===== src/rtl/arb_pkg.sv =====
`default_nettype none
// +----------------------------------------------------------------------+
// | arb_pkg : shared FSM encoding and elaboration helpers for the        |
// |           rr_arbiter_burst block.                                    |
// | Revision : 1.0                                                       |
// +----------------------------------------------------------------------+
package arb_pkg;

  typedef enum logic [0:0] {
    ARB_IDLE = 1'b0,
    ARB_BUSY = 1'b1
  } arb_state_e;

  // Ceiling log2 usable in parameter defaults; clog2(1) = 0.
  function automatic int clog2(input int value);
    int result;
    result = 0;
    for (int v = value - 1; v > 0; v = v >> 1) begin
      result = result + 1;
    end
    return result;
  endfunction

endpackage : arb_pkg
`default_nettype wire


===== src/rtl/rr_pick.sv =====
`default_nettype none
// +----------------------------------------------------------------------+
// | rr_pick : combinational rotating-priority encoder. Returns the first |
// |           set request at or after ptr_i, searching circularly up.    |
// | Revision : 1.0                                                       |
// +----------------------------------------------------------------------+
module rr_pick #(
  parameter int N     = 4,
  parameter int IDX_W = 2
) (
  input  logic [N-1:0]     req_i,
  input  logic [IDX_W-1:0] ptr_i,
  output logic [N-1:0]     onehot_o,
  output logic [IDX_W-1:0] idx_o,
  output logic             any_o
);

  localparam logic [IDX_W:0] C_N = (IDX_W+1)'(N);

  logic [2*N-1:0]   w_dbl;
  logic [N-1:0]     w_rot;
  logic [IDX_W-1:0] w_off;
  logic             w_found;
  logic [IDX_W:0]   w_sum;

  // Doubling the vector turns the circular search into a plain shift.
  assign w_dbl = {req_i, req_i};
  assign w_rot = N'(w_dbl >> ptr_i);

  always_comb begin
    w_off   = '0;
    w_found = 1'b0;
    for (int i = 0; i < N; i++) begin
      if (!w_found && w_rot[i]) begin
        w_found = 1'b1;
        w_off   = IDX_W'(i);
      end
    end
  end

  always_comb begin
    w_sum = {1'b0, ptr_i} + {1'b0, w_off};
    if (w_sum >= C_N) begin
      w_sum = w_sum - C_N;
    end
  end

  assign idx_o = w_found ? w_sum[IDX_W-1:0] : '0;
  assign any_o = w_found;

  always_comb begin
    onehot_o = '0;
    for (int j = 0; j < N; j++) begin
      if (w_found && (idx_o == IDX_W'(j))) begin
        onehot_o[j] = 1'b1;
      end
    end
  end

endmodule : rr_pick
`default_nettype wire


===== src/rtl/rr_arbiter_burst.sv =====
`default_nettype none
// +----------------------------------------------------------------------+
// | rr_arbiter_burst : N-way round-robin arbiter with registered grants  |
// |   held as bursts of up to MAX_BURST cycles. Define ARB_LOCK_EN to    |
// |   add a per-requester lock input that suspends the burst limit.      |
// | Revision : 1.0                                                       |
// +----------------------------------------------------------------------+
module rr_arbiter_burst
  import arb_pkg::*;
#(
  parameter int N         = 4,
  parameter int MAX_BURST = 4,
  parameter int IDX_W     = clog2(N),
  parameter int CNT_W     = clog2(MAX_BURST) + 1
) (
  input  logic             clk,
  input  logic             rst_n,
  input  logic [N-1:0]     req,
`ifdef ARB_LOCK_EN
  input  logic [N-1:0]     lock,
`endif
  output logic [N-1:0]     grant,
  output logic             grant_valid,
  output logic [IDX_W-1:0] grant_idx
);

  localparam logic [CNT_W-1:0] C_CNT_LAST = CNT_W'(MAX_BURST - 1);
  localparam logic [IDX_W-1:0] C_IDX_LAST = IDX_W'(N - 1);

  arb_state_e       state_q;
  logic [IDX_W-1:0] ptr_q;
  logic [CNT_W-1:0] cnt_q;
  logic [N-1:0]     grant_q;
  logic             valid_q;
  logic [IDX_W-1:0] idx_q;

  logic             w_owner_req;
  logic             w_at_limit;
  logic             w_release;
  logic [IDX_W-1:0] w_ptr_d;
  logic [IDX_W-1:0] w_pick_ptr;
  logic [N-1:0]     w_pick_onehot;
  logic [IDX_W-1:0] w_pick_idx;
  logic             w_pick_any;

  assign w_owner_req = req[idx_q];
  assign w_at_limit  = (cnt_q == C_CNT_LAST);

`ifdef ARB_LOCK_EN
  assign w_release = !w_owner_req || (w_at_limit && !lock[idx_q]);
`else
  assign w_release = !w_owner_req || w_at_limit;
`endif

  assign w_ptr_d = (idx_q == C_IDX_LAST) ? '0 : idx_q + 1'b1;

  // On release the search already starts just past the owner, making it
  // lowest priority while still allowing a sole requester to be re-granted.
  assign w_pick_ptr = ((state_q == ARB_BUSY) && w_release) ? w_ptr_d : ptr_q;

  rr_pick #(
    .N     (N),
    .IDX_W (IDX_W)
  ) u_pick (
    .req_i    (req),
    .ptr_i    (w_pick_ptr),
    .onehot_o (w_pick_onehot),
    .idx_o    (w_pick_idx),
    .any_o    (w_pick_any)
  );

  always_ff @(posedge clk) begin
    if (!rst_n) begin
      state_q <= ARB_IDLE;
      ptr_q   <= '0;
      cnt_q   <= '0;
      grant_q <= '0;
      valid_q <= 1'b0;
      idx_q   <= '0;
    end else begin
      case (state_q)
        ARB_IDLE: begin
          if (w_pick_any) begin
            grant_q <= w_pick_onehot;
            valid_q <= 1'b1;
            idx_q   <= w_pick_idx;
            cnt_q   <= '0;
            state_q <= ARB_BUSY;
          end
        end
        ARB_BUSY: begin
          if (w_release) begin
            ptr_q <= w_ptr_d;
            cnt_q <= '0;
            if (w_pick_any) begin
              grant_q <= w_pick_onehot;
              valid_q <= 1'b1;
              idx_q   <= w_pick_idx;
            end else begin
              grant_q <= '0;
              valid_q <= 1'b0;
              idx_q   <= '0;
              state_q <= ARB_IDLE;
            end
          end else if (!w_at_limit) begin
            // Saturating hold: only a locked owner can sit at the limit.
            cnt_q <= cnt_q + 1'b1;
          end
        end
        default: begin
          state_q <= ARB_IDLE;
          grant_q <= '0;
          valid_q <= 1'b0;
          idx_q   <= '0;
        end
      endcase
    end
  end

  assign grant       = grant_q;
  assign grant_valid = valid_q;
  assign grant_idx   = idx_q;

endmodule : rr_arbiter_burst
`default_nettype wire


===== config.mk =====
export PLATFORM = sky130hd
export DESIGN_NAME = rr_arbiter_burst
export DESIGN_NICKNAME = d
export VERILOG_FILES = /design/src/rtl/arb_pkg.sv /design/src/rtl/rr_pick.sv /design/src/rtl/rr_arbiter_burst.sv
export SDC_FILE = /design/constraint.sdc
export NUM_CORES = 1
export LEC_CHECK = 0
export CORE_UTILIZATION = 56
export DETAILED_ROUTE_END_ITERATION = 12
export PLACE_DENSITY = 0.82
export SYNTH_ARGS = -nofsm -noshare
export SYNTH_HDL_FRONTEND = slang
export SYNTH_SLANG_ARGS = --single-unit

===== constraint.sdc =====
create_clock -name clk -period 5.19 [get_ports clk]
set_input_delay 1.557 -clock clk [delete_from_list [all_inputs] [get_ports clk]]
set_output_delay 1.557 -clock clk [all_outputs]
set_load 0.02 [all_outputs]

==> impl_metrics.toml <==
[timing]
clock_skew_ps = 1.93
grt_setup_unrepaired = "no"
max_clock_freq_mhz = 225
worst_pin_slew_ps = 728
finalHoldViolCount = 0
finalCriticalPeriod_ps = 4440
max_slew_margin_pct = 51.0
fin_hold_ws_ps = 452
setup_violations = 0
slew_viol_final = 0
tns_ps = 0
period_share_pct = 85.6

[clock_network]
clkLatencyLatePin_ps = 280
cts_buffers = 3
cts-htree-levels = 1
clkSinkCount = 13
post_cts_buffers = 0
holdBufCountCts = 0
root_buffer = "clkbuf_4"
post_cts_resized = 0
clk_path_buf_depth = 2
clk_pin_slew_ps = 70
cts_tree = "built"

[floorplan]
die-area_um2 = 1740
start_util_pct = 64.1
die_height_um = 41.8
core-area_um2 = 1380
io_pins = 13
num_rows = 13
die_w_um = 41.8

[job]
cap_violations = 0

[synth]
ys_warn_count = 0
synth.top_cell.area_share_pct = 29.4
netlist_area_um2 = 886
synth.area.top_cells = "dfxtp_1, ha_1, nand2_1"
syn_nets = 114
ys.flop_type = "dfxtp_1"
synth-edff-count = 0
syn_area_per_cell_um2 = 8.52
async_flop_share_pct = 0
synthCells = 104
synth_cell_type_count = 36
synth_common_cells = "dfxtp_1, nand2_1, nand3_1"
ys_ff_latch = 13
synth_seq_area_share_pct = 29.4
synth_largest_area_cell = "dfxtp_1"

[routing]
wl_um = 1960
drtIter0Drc = 19
viasPerCell = 6.37
wl_per_cell_um = 14.8
vias = 847
firstDrtPassIters = 4
ant_nets = 0
drc = 0

[critical_path]
critPathLaunchType = "input port"
worstPathRequired_ps = 5360
r2r_start = "cnt_q[0]$_SDFFE_PN0P_"
end_kind = "flip-flop"
regToRegEndpoint = "grant[0]$_SDFFE_PN0P_"
ff2ff_path_depth = 14
critPathKind = "input port to flip-flop"
ff2ff_setup_slack_ps = 1910
arrival_ps = 4610
crit_fanout = 7

[grt]
grt_overflow = 0
grt_use_total_pct = 24.6
grt_pass1_wl_um = 3380
grt_max_degree = 12
grt_pass1_vias = 738
antenna_found_initial = 0

[placement]
portBuffers = 12
placed_cells = 129
place.gp.congestion = 0.798
place_hpwl_um = 1470

[power]
p_leak_uw = 0.000393
irDropWorstVdd_mv = 0.281
p_per_area_nw_per_um2 = 486

[run_status]
status = "finished, final reports clean"

[cells_and_area]
nets = 129
fin_cells = 133
syn2layout_area_growth_pct = 17.7
drive_gt1_share_pct = 15.3
antenna_cells = 0

[min_path]
hp-class = "flip-flop to flip-flop"
min_to = "grant[1]$_SDFFE_PN0P_"
whs_path_depth = 2
min_from = "grant[1]$_SDFFE_PN0P_"
## layout by cell type (no fill, tap or decap), types with 4 or more instances in the layout
cell type / n
nand3_1: 9
clkdlybuf4s50_1: 12
a21oi_1: 4
and2_1: 6
ha_1: 4
nor2b_1: 6
nor2_1: 4
o21ai_0: 6
dfxtp_1: 13
nand2_1: 13
## per-layer routing
| layer | global-route usage, % | up-vias | share of wire [%] |
|---|---|---|---|
| met5 | 0 | - | 0 |
| met4 | 9.68 | 0 | 1.8 |
| met3 | 1.30 | 5 | 4.7 |
| met2 | 40.9 | 35 | 48 |
| met1 | 33.2 | 393 | 46 |
| li1 | - | 414 | - |
## logic make-up (layout without fill, tap and decap cells)
| kind of cell | Yosys count | after routing | synth area share (%) |
|---|---|---|---|
| AO/OA/AOI/OAI | 27 | 27 | 25.4 |
| XOR/XNOR | 2 | 2 | 1.98 |
| adder cells (fa/ha/maj) | 4 | 4 | 5.65 |
| buffers and inverters | 5 | 19 | 2.54 |
| flip-flops | 13 | 13 | 29.4 |
| multiplexers | 3 | 3 | 4.24 |
| AND/OR/NAND/NOR | 50 | 50 | 30.8 |
## final cells by class
type                       instances  area [µm²]
timing repair buffer              12         120
multi-input combinational         86         603
tap                               15        18.8
fill                             103         340
inverter                           3        13.8
clock buffer                       4        26.3
sequential                        13         260
## state kept, by name (all words and copies together), names as in the netlist
name         flops
ptr_q            2
grant            4
grant_valid      1
grant_idx        2
state_q          1
cnt_q            3
## worst max path at each step
| stage | startpoint | end | slack [ps] | cells past startpoint |
|---|---|---|---|---|
| 6_report | req[3] | grant[0]$_SDFFE_PN0P_ | 750 | 13 |
| 5_1_grt | req[3] | grant[0]$_SDFFE_PN0P_ | 500 | 13 |
| 4_1_cts | req[0] | grant[0]$_SDFFE_PN0P_ | 850 | 13 |
| 3_5_place_dp | req[0] | grant[2]$_SDFFE_PN0P_ | 580 | 13 |
| 3_3_place_gp | req[3] | grant[0]$_SDFFE_PN0P_ | 690 | 13 |
| 2_1_floorplan | req[0] | grant[0]$_SDFFE_PN0P_ | 1380 | 13 |
## critical path, stage by stage
cell	delay (ps)
clkdlybuf4s50_1	550
mux2i_1	330
o221ai_2	200
a22oi_1	500
nand2_1	100
a21oi_1	180
a2bb2oi_1	180
a21oi_1	90
ha_1	250
xnor2_1	320
nor3_1	120
o21ai_0	120
nand3_1	100
## through the flow
step	worst slack (ps)	utilization, %	area (µm²)	total power (µW)
global route	500	75.4	1040	543
floorplan	1380	-	886	360
CTS	851	75.4	1040	502
finish	750	75.4	1040	506
detailed placement	579	73.5	1020	440
global placement	688	73.5	1020	432
## report_power, final
group          leakage (µW)  switching, µW  internal (µW)
combinational      0.000271            172            124
sequential         0.000107           22.1            125
clock             0.0000150           31.9           29.9
(Power assumes the default switching activity.)
